<file path="src/rtl/debug_frame_tx_pkg.sv">
// Shared definitions for the debug snapshot serialiser: byte width, default
// sync byte and the 2-bit FSM state encoding.
package debug_frame_tx_pkg;

  localparam int NB_DATA_8 = 8;
  localparam logic [7:0] SYNC_BYTE_DEFAULT = 8'hA5;

  typedef enum logic [1:0] {
    ST_IDLE = 2'd0,
    ST_SEND = 2'd1,
    ST_WAIT = 2'd2,
    ST_DONE = 2'd3
  } frame_state_e;

endpackage

</file>
<file path="src/rtl/debug_frame_tx.sv">
// Serialises a wide pipeline debug snapshot into SYNC, payload (MS byte first)
// and XOR checksum bytes, handing them to uart_tx one at a time.
module debug_frame_tx
  import debug_frame_tx_pkg::*;
#(
  parameter int                  NB_DATA   = NB_DATA_8,
  parameter int                  NB_FRAME  = 256,
  parameter logic [NB_DATA-1:0]  SYNC_BYTE = NB_DATA'(SYNC_BYTE_DEFAULT)
) (
  input  logic                clk,
  input  logic                i_rst_n,
  input  logic                i_send,
  input  logic [NB_FRAME-1:0] i_frame,
  input  logic                i_tx_done,
  output logic                o_tx_start,
  output logic [NB_DATA-1:0]  o_data,
  output logic                o_busy,
  output logic                o_frame_done,
  output logic [1:0]          o_dbg_state
);

  localparam int NBYTES = NB_FRAME / NB_DATA;
  localparam int IDX_W  = $clog2(NBYTES + 2);
  localparam logic [IDX_W-1:0] LAST_IDX   = IDX_W'(NBYTES + 1);
  localparam logic [IDX_W-1:0] NBYTES_IDX = IDX_W'(NBYTES);

  if ((NB_FRAME % NB_DATA) != 0) begin : g_bad_frame_width
    $error("debug_frame_tx: NB_FRAME must be a multiple of NB_DATA");
  end

  // Handshake with uart_tx: o_tx_start is a one-cycle pulse launching o_data;
  // o_data then holds until uart_tx answers with a one-cycle i_tx_done, which
  // is only honoured in WAIT. i_send is only honoured in IDLE and never queued.

  frame_state_e            state, state_next;
  logic [NB_FRAME-1:0]     shadow;
  logic [IDX_W-1:0]        idx;
  logic [NB_DATA-1:0]      chk;
  logic [NB_DATA-1:0]      next_byte;

  assign next_byte = shadow[NB_FRAME-1 -: NB_DATA];

  always_ff @(posedge clk or negedge i_rst_n) begin
    if (!i_rst_n) begin
      state <= ST_IDLE;
    end else begin
      state <= state_next;
    end
  end

  always_comb begin
    state_next = state;
    case (state)
      ST_IDLE: if (i_send) state_next = ST_SEND;
      ST_SEND: state_next = ST_WAIT;
      ST_WAIT: begin
        if (i_tx_done) begin
          state_next = (idx == LAST_IDX) ? ST_DONE : ST_SEND;
        end
      end
      ST_DONE: state_next = ST_IDLE;
      default: state_next = ST_IDLE;
    endcase
  end

  assign o_tx_start   = (state == ST_SEND);
  assign o_busy       = (state == ST_SEND) || (state == ST_WAIT);
  assign o_frame_done = (state == ST_DONE);
  assign o_dbg_state  = state;

  // o_data only moves on the edge that enters SEND, so it is stable for uart_tx
  // across the whole start/done window.
  always_ff @(posedge clk or negedge i_rst_n) begin
    if (!i_rst_n) begin
      shadow <= '0;
      idx    <= '0;
      chk    <= '0;
      o_data <= '0;
    end else if ((state == ST_IDLE) && i_send) begin
      shadow <= i_frame;
      idx    <= '0;
      chk    <= '0;
      o_data <= SYNC_BYTE;
    end else if ((state == ST_WAIT) && i_tx_done && (idx != LAST_IDX)) begin
      idx <= idx + 1'b1;
      if (idx < NBYTES_IDX) begin
        o_data <= next_byte;
        shadow <= shadow << NB_DATA;
        chk    <= chk ^ next_byte;
      end else begin
        o_data <= chk;
      end
    end
  end

endmodule

</file>
<file path="config.mk">
export PLATFORM = sky130hd
export DESIGN_NAME = debug_frame_tx
export DESIGN_NICKNAME = d
export VERILOG_FILES = /design/src/rtl/debug_frame_tx_pkg.sv /design/src/rtl/debug_frame_tx.sv
export SDC_FILE = /design/constraint.sdc
export NUM_CORES = 1
export LEC_CHECK = 0
export ABC_AREA = 1
export CAP_MARGIN = 10
export CORE_ASPECT_RATIO = 1.75
export CORE_MARGIN = 3
export CORE_UTILIZATION = 30
export DETAILED_ROUTE_END_ITERATION = 8
export SLEW_MARGIN = 5
export SYNTH_ARGS = -nofsm -noshare
export SYNTH_HDL_FRONTEND = slang
export SYNTH_SLANG_ARGS = --single-unit
export TNS_END_PERCENT = 30
</file>
<file path="constraint.sdc">
create_clock -name clk -period 1.55 [get_ports clk]
set_input_delay 0.31 -clock clk [delete_from_list [all_inputs] [get_ports clk]]
set_output_delay 0.31 -clock clk [all_outputs]
set_load 0.02 [all_outputs]
</file>
# == Word level (Yosys, flattened, before mapping) ==
# Index checks and enable logic that the tools add are counted.
# totals
regBits,280
output_inout_bits,13
word_cells,39
# op_classes
addsub,1
magnitude_cmp,1
n_eq_ne,7
mux,15
bitwise_logic,1
reduce_logical,9
# op_table
operator,count
$mux 256,3
$mux 8,6
$mux 6,2
$pmux 2 s4,1
$xor 8x8->8,1
$add 6x1->6 const B,1
$eq 6x6->1 const B,1
$lt 6x6->1 const B,1
$mux 2,3
$ne 6x6->1 const B,1
$eq 2x2->1 const B,2
$ne 2x2->1 const B,2
$reduce_and 2->1,2
$reduce_bool 2->1,2
$logic_and 1x1->1,3
$eq 2x1->1 const B,1
$logic_not 2->1,1
$logic_or 1x1->1,1

# == Longest topological paths before layout ==
# logic_depth
word_depth,5
ltp_mapped,9

# == Least setup slack after synthesis ==
# No wires, ideal clock.
# synth_path
kind,reg2reg
from,register state[0] (netlist: o_dbg_state[0])
to,register shadow[241]
setup_ps,130
t_arrival_ps,1624
required_ps,1420
slack_ps,-205
stages_incl_launch_ff,10
path_buffers,3
path_cell_list,dfrtp_1 inv_1 ha_1 nand2_2 nand2_1 buf_4 buf_6 buf_4 o211ai_1 o21ai_0
# synth_via
elab_chain_len,5
word_cells_on_any_way,9
classes_between,eq/ne: 1; mux: 1; reduce/logical: 7
# synth_lines
element,line_no,source
"start, declared",debug_frame_tx.sv:35,"frame_state_e state, state_next;"
"start signal, assigned",debug_frame_tx.sv:47,state <= state_next;
$eq 2x2->1,debug_frame_tx.sv:84,end else if ((state == ST_WAIT) && i_tx_done && (idx != LAST_IDX)) begin
$logic_and 1x1->1 (2 in series),debug_frame_tx.sv:84,
$reduce_bool 2->1 (no source line),n/a,
$reduce_and 2->1 (no source line),n/a,
"end signal, assigned",debug_frame_tx.sv:80,shadow <= i_frame;
"end signal, assigned",debug_frame_tx.sv:88,shadow <= shadow << NB_DATA;
"end, declared",debug_frame_tx.sv:36,logic [NB_FRAME-1:0] shadow;
# Several ways; a longest one is shown, not always the timed one.
# A chain may end at the register's enable or synchronous reset.

# == Final worst setup path ==
# layout_path
from,register state[1] (netlist: o_dbg_state[1])
to,register shadow[195]
# Same word-level chain as after synthesis.

==> metrics.cfg <==
[grt]
grt_antenna_before_repair=2
grt_max_degree=61
grt_overflow_total=0
grt_use_total_pct=19.3
grt_first_pass_wirelength_um=70200
grt_pass1_vias=12700

[setup_path]
critPathLaunchType=flop
cp-startpoint=o_dbg_state[1]
worst_ep_arrival_time_ns=2.20
worstSetupPathType=reg2reg
critPathMaxFanout=13
reg2reg_slack_ns=-0.20
cp.required_ns=2.01
cpPeakStageDelay_ns=0.43
crit_chain=inv_2, ha_4, nand2_8, nand2_8, buf_4, buf_12, buf_12, nor2_2, a31oi_1
worst_setup_path_end_kind=flop
r2r_cells=9
cpLargestDelayFamily=buffers and inverters
worst-path-buf-inv=4
critical-path-slowest-cell=dfrtp_2
r2r-start=o_dbg_state[1]
r2r_end=shadow[195]

[clock_tree]
clkTransAtPathRegs_ns=0.06
clock_latency_ns=0.56
cts_sinks=280
cts-root-buf=clkbuf_16
clockBufferDepth=3
htree_levels=1
cts_tree=built
numCtsBuffers=29

[routing]
drt_iter0_markers=905
dr_total_vias=12500
dr.pass1.iters=7
via_per_inst=5.04
postRouteAntennaNets=0
routedWlPerCell_um=18.6
drc=0
drt-total-wl_um=46200

[logic_synthesis]
syn_inst=1562
synth-main-ff-cell=dfrtp_1
synth-async-reset-ratio_pct=100
synth-seq-area-share_pct=54.3
syn-num-nets=1829
ys_types=26
yosysWarnings=0
ys_ff_latch=280
synth_area_um2=12900
avgSynthCellArea_um2=8.26
synth_edf_count=0

[sta]
period_share_pct=113
slew_headroom_pct=76.2
fin_crit_ns=1.75
hold_viol=0
worst_clock_skew_ns=0.0212
setup_viol=261
worst_pin_slew_ns=0.357
finalMaxSlewViolations=0
whs_ns=0.201
timing.fmax_ghz=0.573
postLayoutSetupSlackWorst_ns=-0.195
rsz0062_at_grt=yes
setup_tns_ns=-24.44

[final_layout]
final_area_um2=20100
nFillCells=3925
areaGrowthSynthToFinish_pct=55.7
fin_nets=2179
layout_common_cells=nand2_1, dfrtp_1, clkdlybuf4s50_1, a31oi_1, nor2_1
layout_commonest_cell=nand2_1
drive_gt1_share_pct=19.3

[outcome]
violations=negative setup slack
outcome=finished, violations left

[die]
start_util_pct=30.6
io_pins=273
die_x_um=163
dieHeight_um=280
die_area_um2=45600
core.rowCount=99
core_area_um2=42100

[power]
cellPowerDensity_nw_per_um2=2020
ir_worst_vdd_mv=1.11
power_mw=40.6
p_leak_nw=8.62

[placement]
postPlaceCellArea_um2=16700
hpwl_um=28500
io_buffer_count=272
gp_congestion=0.828
place_ws_ns=-0.378

[hold_path]
min_path_type=in2async

[run]
maxCapViolations=0

layout make-up:
class                      instances  area, um2  area share [%]
clock inverter                    11        119           0.592
clock buffer                      38        800            3.98
timing repair inverter             3       62.6           0.312
inverter                          33        153           0.760
sequential                       280       7010            34.9
timing repair buffer             433       5440            27.1
antenna                            2       5.00          0.0249
tap                              555        694            3.46
multi-input combinational       1132       5800            28.9
worst max path at each step:
stage,end,slack [ns],cells after the start
finish,shadow[195],-0.20,9
global placement,shadow[187],-0.36,6
global route,shadow[195],-0.28,9
CTS,o_frame_done,-0.22,3
detailed placement,shadow[187],-0.38,6
floorplan,shadow[241],-0.01,9
metal layers:
metal  track usage [%]  share of wire, %  vias up
li1                  -                 -     5912
met1              22.6                38     6099
met2              35.3                53      453
met3              3.60               6.1       76
met4              6.08               2.7        2
met5                 0             0.024        -
report_power, final:
part / leakage [nW] / switching (mW) / total, mW / internal, mW
Clock: 0.441 / 2.97 / 6.91 / 3.94
Combinational: 5.08 / 10.4 / 20.6 / 10.2
Sequential: 3.09 / 2.25 / 13.1 / 10.8
cell usage after synthesis (2+ instances only):
| library cell | instances | share of area [%] |
|---|---|---|
| nand2_1 | 553 | 16 |
| dfrtp_1 | 280 | 54 |
| nor2_1 | 252 | 7.3 |
| a31oi_1 | 237 | 11 |
| buf_2 | 38 | 1.5 |
| buf_4 | 33 | 1.9 |
| clkbuf_1 | 33 | 0.96 |
| inv_1 | 31 | 0.90 |
| o21ai_0 | 27 | 1.0 |
| nand3_1 | 26 | 1.0 |
| buf_6 | 12 | 1.0 |
| o211ai_1 | 11 | 0.64 |
| ha_1 | 7 | 0.68 |
| nor3_1 | 5 | 0.19 |
| xnor2_1 | 4 | 0.27 |
| inv_2 | 2 | 0.058 |
| xor2_1 | 2 | 0.14 |
cells by family after synthesis:
| family | Yosys count | share of synthesized area, % |
|---|---|---|
| buf+inv | 150 | 6.39 |
| compound gates | 279 | 13.4 |
| xor+xnor | 6 | 0.407 |
| flops | 280 | 54.3 |
| fa+ha+maj | 7 | 0.679 |
| simple gates | 840 | 24.8 |
metrics by stage:
step | utilization [%] | std cells
after floorplan | - | 1562
after global placement | 39.6 | 2362
after detailed placement | 39.6 | 2362
after CTS | 46.1 | 2470
after global routing | 47.7 | 2486
final | 47.7 | 2487
sequential cells by signal, indices dropped and copies added (netlist names):
| signal | cells |
|---|---|
| idx | 6 |
| o_data | 8 |
| shadow | 256 |
| chk | 8 |
| o_dbg_state | 2 |
what timing repair did:
action,4_1_cts,5_1_grt
hold buffers,1,0
setup buffers,21,14
setup endpoints to repair,266,283
pin swaps,48,24
gates cloned,38,9
hold endpoints to repair,223,0
gates resized for setup,230,131
Power figures use the tool's default switching activity.
